`config.mk`:
```
export PLATFORM = sky130hd
export DESIGN_NAME = sio_host
export DESIGN_NICKNAME = d
export VERILOG_FILES = /design/src/rtl/sio_pkg.sv /design/src/rtl/sio_byte_deser.sv /design/src/rtl/sio_host.sv
export SDC_FILE = /design/constraint.sdc
export NUM_CORES = 1
export LEC_CHECK = 0
export BUFFER_PORTS_ARGS = -buffer_cell sky130_fd_sc_hd__buf_4
export CAP_MARGIN = 10
export CORE_MARGIN = 5
export CORE_UTILIZATION = 61
export DETAILED_ROUTE_END_ITERATION = 7
export GPL_TIMING_DRIVEN = 0
export MAX_ROUTING_LAYER = met4
export PLACE_DENSITY_LB_ADDON = 0.2
export SYNTH_ARGS = -nofsm -noshare
export SYNTH_HDL_FRONTEND = slang
export SYNTH_SLANG_ARGS = --single-unit
```
`constraint.sdc`:
```
create_clock -name clock -period 4.4 [get_ports clock]
set_clock_uncertainty 0.1 [all_clocks]
set_input_delay 0.22 -clock clock [delete_from_list [all_inputs] [get_ports clock]]
set_output_delay 0.22 -clock clock [all_outputs]
set_load 0.01 [all_outputs]
```
`src/rtl/sio_pkg.sv`:
```
// Shared constants, command type and helpers for the serial link host.
package sio_pkg;

    localparam int unsigned FRAME_LEN      = 128;
    localparam int unsigned CMD_BITS       = 20;
    localparam int unsigned SLOT_FIRST_ADC = 3;
    localparam int unsigned SLOT_LAST_ADC  = 26;
    localparam int unsigned SLOT_MARKER    = 27;
    localparam int unsigned SLOT_RSP       = 28;
    localparam int unsigned PAIRS_PER_BYTE = 4;
    // Last frame cycle carrying command bits, first cycle of the turnaround drive tail.
    localparam int unsigned TX_LAST_FC     = 10;
    localparam int unsigned OE_TAIL_FC     = 124;

    localparam logic [7:0]  MARKER    = 8'hFF;
    localparam logic [3:0]  NOP_ADDR  = 4'h0;
    localparam logic [15:0] NOP_WDATA = 16'h0000;

    typedef struct packed {
        logic [3:0]  addr;
        logic [15:0] wdata;
    } sio_cmd_t;

    localparam sio_cmd_t NOP_CMD = '{addr: NOP_ADDR, wdata: NOP_WDATA};

    // Increment that sticks at all-ones.
    function automatic logic [7:0] sat_inc8(input logic [7:0] v);
        return (v == 8'hFF) ? v : v + 8'd1;
    endfunction

endpackage

```
`src/rtl/sio_byte_deser.sv`:
```
// Two-bits-per-clock to byte deserializer; first pair received lands in the byte MSBs.
module sio_byte_deser
    import sio_pkg::*;
(
    input  logic       clock,
    input  logic       reset_n,
    input  logic       clr,
    input  logic       en,
    input  logic [1:0] di,
    output logic [7:0] data,
    output logic       done
);

    logic [5:0] sr_q;
    logic [1:0] cnt_q;

    // The completed byte is presented combinationally on the fourth pair.
    assign data = {sr_q, di};
    assign done = en && (cnt_q == 2'(PAIRS_PER_BYTE - 1));

    // Shift in one pair per enabled cycle; clr realigns the pair count at frame start.
    always_ff @(posedge clock or negedge reset_n) begin
        if (!reset_n) begin
            sr_q  <= '0;
            cnt_q <= '0;
        end else if (clr) begin
            cnt_q <= '0;
        end else if (en) begin
            sr_q  <= {sr_q[3:0], di};
            cnt_q <= cnt_q + 2'd1;
        end
    end

endmodule

```
`src/rtl/sio_host.sv`:
```
// Serial link host: one 20-bit command out and 26 target bytes back per 128-cycle frame.
// Link outputs are registered, so pins show frame cycle N one clock after fc reaches N.
module sio_host
    import sio_pkg::*;
#(
    parameter int unsigned RX_DELAY = 2
) (
    input  logic        clock,
    input  logic        reset_n,
    input  logic        run,
    input  logic [1:0]  di,
    output logic [1:0]  dout,
    output logic        oe,
    input  logic        cmd_valid,
    output logic        cmd_ready,
    input  logic [3:0]  cmd_addr,
    input  logic [15:0] cmd_wdata,
    output logic        smp_valid,
    output logic [7:0]  smp_data,
    output logic [4:0]  smp_index,
    output logic        rsp_valid,
    output logic [3:0]  rsp_addr,
    output logic [7:0]  rsp_data,
    output logic [7:0]  err_count
);

    localparam logic [6:0] FC_TX_LAST = 7'(TX_LAST_FC);
    localparam logic [6:0] FC_OE_TAIL = 7'(OE_TAIL_FC);
    localparam logic [6:0] RX_FIRST   = 7'(PAIRS_PER_BYTE * SLOT_FIRST_ADC + RX_DELAY);
    localparam logic [6:0] RX_LAST    = 7'(PAIRS_PER_BYTE * (SLOT_RSP + 1) + RX_DELAY - 1);
    localparam logic [4:0] SLOT_FIRST = 5'(SLOT_FIRST_ADC);
    localparam logic [4:0] SLOT_LAST  = 5'(SLOT_LAST_ADC);
    localparam logic [4:0] SLOT_MRK   = 5'(SLOT_MARKER);
    localparam logic [4:0] SLOT_RB    = 5'(SLOT_RSP);

    logic [6:0] fc_q;
    logic       act_q;
    logic       hold_valid_q;
    sio_cmd_t   hold_q;
    sio_cmd_t   load_cmd;
    logic [19:0] tx_q;
    logic [3:0] frame_addr_q;
    logic [1:0] dout_q, dout_d;
    logic       oe_q, oe_d;
    logic [4:0] slot_q;
    logic       smp_valid_q, rsp_valid_q;
    logic [7:0] smp_data_q, rsp_data_q, err_q;
    logic [4:0] smp_index_q;
    logic [3:0] rsp_addr_q;

    logic       at_fc0, start, accept, frame_on, rx_en, byte_done;
    logic [6:0] rx_fc;
    logic [7:0] rx_byte;

    assign at_fc0   = (fc_q == '0);
    assign start    = at_fc0 && run;
    assign accept   = cmd_valid && !hold_valid_q;
    assign frame_on = at_fc0 ? run : act_q;
    assign load_cmd = hold_valid_q ? hold_q : NOP_CMD;
    // di is sampled against the frame cycle currently visible on the pins.
    assign rx_fc    = fc_q - 7'd1;
    assign rx_en    = act_q && (rx_fc >= RX_FIRST) && (rx_fc <= RX_LAST);

    // Frame counter: free-runs through a frame, parks at 0 while run is low.
    always_ff @(posedge clock or negedge reset_n) begin
        if (!reset_n) begin
            fc_q  <= '0;
            act_q <= 1'b0;
        end else if (at_fc0) begin
            fc_q  <= run ? 7'd1 : 7'd0;
            act_q <= run;
        end else begin
            fc_q <= fc_q + 7'd1;
        end
    end

    // Single-entry command holding register; accept only when empty.
    always_ff @(posedge clock or negedge reset_n) begin
        if (!reset_n) begin
            hold_valid_q <= 1'b0;
            hold_q       <= NOP_CMD;
        end else if (accept) begin
            hold_valid_q <= 1'b1;
            hold_q       <= '{addr: cmd_addr, wdata: cmd_wdata};
        end else if (start) begin
            hold_valid_q <= 1'b0;
        end
    end

    // Next link pin values for the frame cycle fc_q currently holds.
    always_comb begin
        dout_d = 2'b11;
        oe_d   = 1'b0;
        if (frame_on) begin
            oe_d = (fc_q <= FC_TX_LAST) || (fc_q >= FC_OE_TAIL);
            if (at_fc0) begin
                dout_d = 2'b01;
            end else if (fc_q <= FC_TX_LAST) begin
                dout_d = tx_q[19:18];
            end
        end
    end

    // Command shifter and registered link pins.
    always_ff @(posedge clock or negedge reset_n) begin
        if (!reset_n) begin
            tx_q         <= '0;
            frame_addr_q <= '0;
            dout_q       <= 2'b11;
            oe_q         <= 1'b0;
        end else begin
            if (start) begin
                tx_q         <= load_cmd;
                frame_addr_q <= load_cmd.addr;
            end else if (act_q && !at_fc0 && (fc_q <= FC_TX_LAST)) begin
                tx_q <= {tx_q[17:0], 2'b00};
            end
            dout_q <= dout_d;
            oe_q   <= oe_d;
        end
    end

    sio_byte_deser u_deser (
        .clock   (clock),
        .reset_n (reset_n),
        .clr     (start),
        .en      (rx_en),
        .di      (di),
        .data    (rx_byte),
        .done    (byte_done)
    );

    // Route each completed byte by slot: ADC stream, marker check, or readback.
    always_ff @(posedge clock or negedge reset_n) begin
        if (!reset_n) begin
            slot_q      <= SLOT_FIRST;
            smp_valid_q <= 1'b0;
            smp_data_q  <= '0;
            smp_index_q <= '0;
            rsp_valid_q <= 1'b0;
            rsp_data_q  <= '0;
            rsp_addr_q  <= '0;
            err_q       <= '0;
        end else begin
            smp_valid_q <= 1'b0;
            rsp_valid_q <= 1'b0;
            if (start) begin
                slot_q <= SLOT_FIRST;
            end else if (byte_done) begin
                slot_q <= slot_q + 5'd1;
                if (slot_q <= SLOT_LAST) begin
                    smp_valid_q <= 1'b1;
                    smp_data_q  <= rx_byte;
                    smp_index_q <= slot_q - SLOT_FIRST;
                end else if (slot_q == SLOT_MRK) begin
                    if (rx_byte != MARKER) begin
                        err_q <= sat_inc8(err_q);
                    end
                end else if (slot_q == SLOT_RB) begin
                    rsp_valid_q <= 1'b1;
                    rsp_data_q  <= rx_byte;
                    rsp_addr_q  <= frame_addr_q;
                end
            end
        end
    end

    assign dout      = dout_q;
    assign oe        = oe_q;
    assign cmd_ready = !hold_valid_q;
    assign smp_valid = smp_valid_q;
    assign smp_data  = smp_data_q;
    assign smp_index = smp_index_q;
    assign rsp_valid = rsp_valid_q;
    assign rsp_data  = rsp_data_q;
    assign rsp_addr  = rsp_addr_q;
    assign err_count = err_q;

endmodule

```
==> results.json <==
{
  "hold_path_class": "primary input to register",
  "max_freq_mhz": 318,
  "dieArea_sq_um": 9510,
  "place_area_sq_um": 5280,
  "arrival_ns": 3.29,
  "place_congestion": 0.895,
  "pwr_density_cell_nw_per_um2": 605,
  "synth_top_area_share_pct": 53.6,
  "syn-num-nets": 412,
  "numCtsBuffers": 9,
  "synth_fa_ha_area_share_pct": 2.41,
  "grt_usage_pct": 20.9,
  "dieHeight_microns": 97.5,
  "cts_repair_resize_count": 0,
  "drt_pass1_iterations": 4,
  "setup_viol": 0,
  "finalWorstSetupSlack_ns": 1.26,
  "p_sw_share_pct": 34.8,
  "cap_viol_max_count": 0,
  "nNetsFinal": 508,
  "synth_area_sq_um": 4670,
  "p_comb_share_pct": 36.4,
  "dp_hpwl_mm": 6.18,
  "seqPwrFrac_pct": 45.7,
  "cts_setup_buffers": 0,
  "clkPwrFrac_pct": 17.8,
  "status": "finished, final reports clean",
  "pre_cts_ws_ns": 1.27,
  "cpPeakStageDelay_ns": 0.44,
  "routedWlPerCell_microns": 15.8,
  "grt_max_degree": 105,
  "area_growth_pct": 22.0,
  "port_buffers": 64,
  "vias_per_cell": 5.60,
  "synthMuxAreaShare_pct": 17.6,
  "cpLargestDelayFamily": "compound AO/OA/AOI/OAI gates",
  "synth.most_common_cell": "dfrtp_1",
  "clk_latency_ns": 0.36,
  "cts-hold-fix-buffers": 20,
  "p_switching_mw": 1.20,
  "worstSetupPathType": "register to register",
  "synth_cell_type_count": 45,
  "crit_fanout": 10,
  "clk_pin_slew_ns": 0.10,
  "yosysTopAreaCell": "dfrtp_1",
  "synth_compound_area_share_pct": 6.45,
  "start_util_pct": 61.4,
  "wl_mm": 9.19,
  "rows": 32,
  "synth_xor_area_share_pct": 3.75,
  "cts_root_buf": "clkbuf_8",
  "drtIter0Drc": 125,
  "ir_drop_uv": 318,
  "cts_tree": "done",
  "start_kind": "register",
  "synth_top_family_by_area": "multiplexers",
  "whs_ns": 0.0210,
  "syn_avg_cell_area_sq_um": 12.4,
  "drive_above_1_share_pct": 31.2,
  "fp.coreArea_sq_um": 7610,
  "synth_area_leaders": "dfrtp_1 (54%), mux2_2 (10%), mux2i_1 (4.3%)",
  "worstMarginPinSlew_ns": 0.897,
  "synth_edf_count": 0,
  "vias": 3248,
  "rsz0062_at_grt": "false",
  "die-width_microns": 97.5,
  "p_int_mw": 2.25,
  "synth_common_cells": "dfrtp_1 (100), mux2_2 (42), nand3_1 (36)",
  "synthArstFlopShare_pct": 100,
  "relSlewSlack_pct": 40.2,
  "clkSinkCount": 104,
  "synthFlopType": "dfrtp_1",
  "finalHoldViolations": 0,
  "fin_area_sq_um": 5700,
  "grt_pass1_wl_mm": 15.8,
  "n_fill_cell": 513,
  "fin_crit_sh_pct": 71.4,
  "io_pins": 65,
  "antenna_left": 0,
  "crit_path_cell_trace": "buf_6 > inv_1 > ha_1 > or3b_1 > xnor2_1 > a211o_1 > o211ai_4 > or2_0 > buf_2 > buf_8 > mux2_4",
  "worst-path-buf-inv": 4,
  "total_power_mw": 3.45,
  "grt_pass1_vias": 3376,
  "fin_tns_setup_ns": 0,
  "grt_overflow": 0,
  "min_period_ns": 3.14,
  "synth_seq_area_share_pct": 55.8,
  "htreeDepth": 3,
  "drv_slew": 0,
  "netlist_instances": 377,
  "ys_warn_count": 0,
  "cp_slowest_cell": "or3b_1",
  "power.leakage_nw": 2.83,
  "rrSetupSlack_ns": 1.26,
  "cp_data_required_time_ns": 4.55,
  "cp-end-kind": "register",
  "cts.path.max_buffers": 2,
  "synth.ff_latch_count": 104,
  "antenna_found_initial": 0,
  "synthSimpleGateAreaFrac_pct": 10.7,
  "diodes": 0,
  "drc_errors": 0
}
metal layers:
metal	share of wire (%)	global-route usage [%]	wire [microns]	up-vias
met3	3.8	3.88	349	25
met1	43	25.1	3920	1637
met2	51	34.6	4670	72
met5	0	-	0	-
li1	-	-	-	1514
met4	2.7	8.73	251	0
path summary, 6_finish.rpt:
check / from / end / depth (start not counted)
max: fc_q[0] / rsp_data[2] / 11
min: di[0] / rsp_data[0] / 2
max reg2reg: fc_q[0] / rsp_data[2] / 11
min reg2reg: tx_q[18] / dout[0] / 1
max in group asynchronous: reset_n / fc_q[1] / 2
min in group asynchronous: reset_n / rsp_data[7] / 2
flip-flops by register name, summed over array words and instances, names as in the netlist:
register,flops
dout,2
smp_data,8
u_deser.sr_q,6
rsp_addr,4
hold_valid_q,1
frame_addr_q,4
err_count,8
oe,1
act_q,1
tx_q,20
smp_index,5
rsp_data,8
u_deser.cnt_q,2
rsp_valid,1
hold_q,20
slot_q,5
smp_valid,1
fc_q,7
cell usage in the layout, fill, tap and decap left out, types with 3 or more instances in the layout:
cell / count
dlygate4sd3_1: 21
nor3_1: 9
nor2_1: 7
inv_1: 10
mux2_2: 42
xor2_1: 10
nand2_1: 18
nand3_1: 36
ha_1: 9
xnor2_1: 10
clkbuf_1: 13
clkbuf_8: 10
mux2i_1: 20
buf_6: 4
mux2_4: 10
buf_1: 3
a21oi_1: 9
o21ai_0: 22
dfstp_2: 4
or3_1: 4
dfrtp_1: 100
nand4_1: 3
buf_4: 63
and2_1: 3
and3_1: 6
cells by family (layout without fill, tap and decap cells):
family,count (synthesis),after routing
compound gates,45,45
xor+xnor,20,20
fa+ha+maj,9,9
buf+inv,31,132
flops,104,104
mux,72,72
simple gates,96,96
stage by stage:
| stage | instances | util [%] |
|---|---|---|
| final | 580 | 74.9 |
| after global routing | 580 | 74.9 |
| after detailed placement | 543 | 69.4 |
| after CTS | 579 | 74.7 |
| after global placement | 543 | 69.4 |
| after floorplan | 377 | - |
layout make-up:
type / instances / area [sq um] / share of cell area [%]
clock inverters: 5 / 62.6 / 1.10
inverters: 10 / 37.5 / 0.659
repair buffers: 85 / 694 / 12.2
multi-input cells: 242 / 1910 / 33.6
well taps: 102 / 128 / 2.24
clock buffers: 11 / 141 / 2.48
flip-flops and latches: 104 / 2610 / 45.8
plain buffers: 21 / 115 / 2.02
power by group through the flow:
stage	logic [mW]	clock network [mW]	registers, mW
finish	1.26	0.615	1.58
global route	1.39	0.657	1.63
CTS	1.26	0.621	1.58
detailed placement	1.24	0	1.59
global placement	1.19	0	1.57
floorplan	0.890	0	1.55
Note: power is estimated with default switching activity, not from simulation.
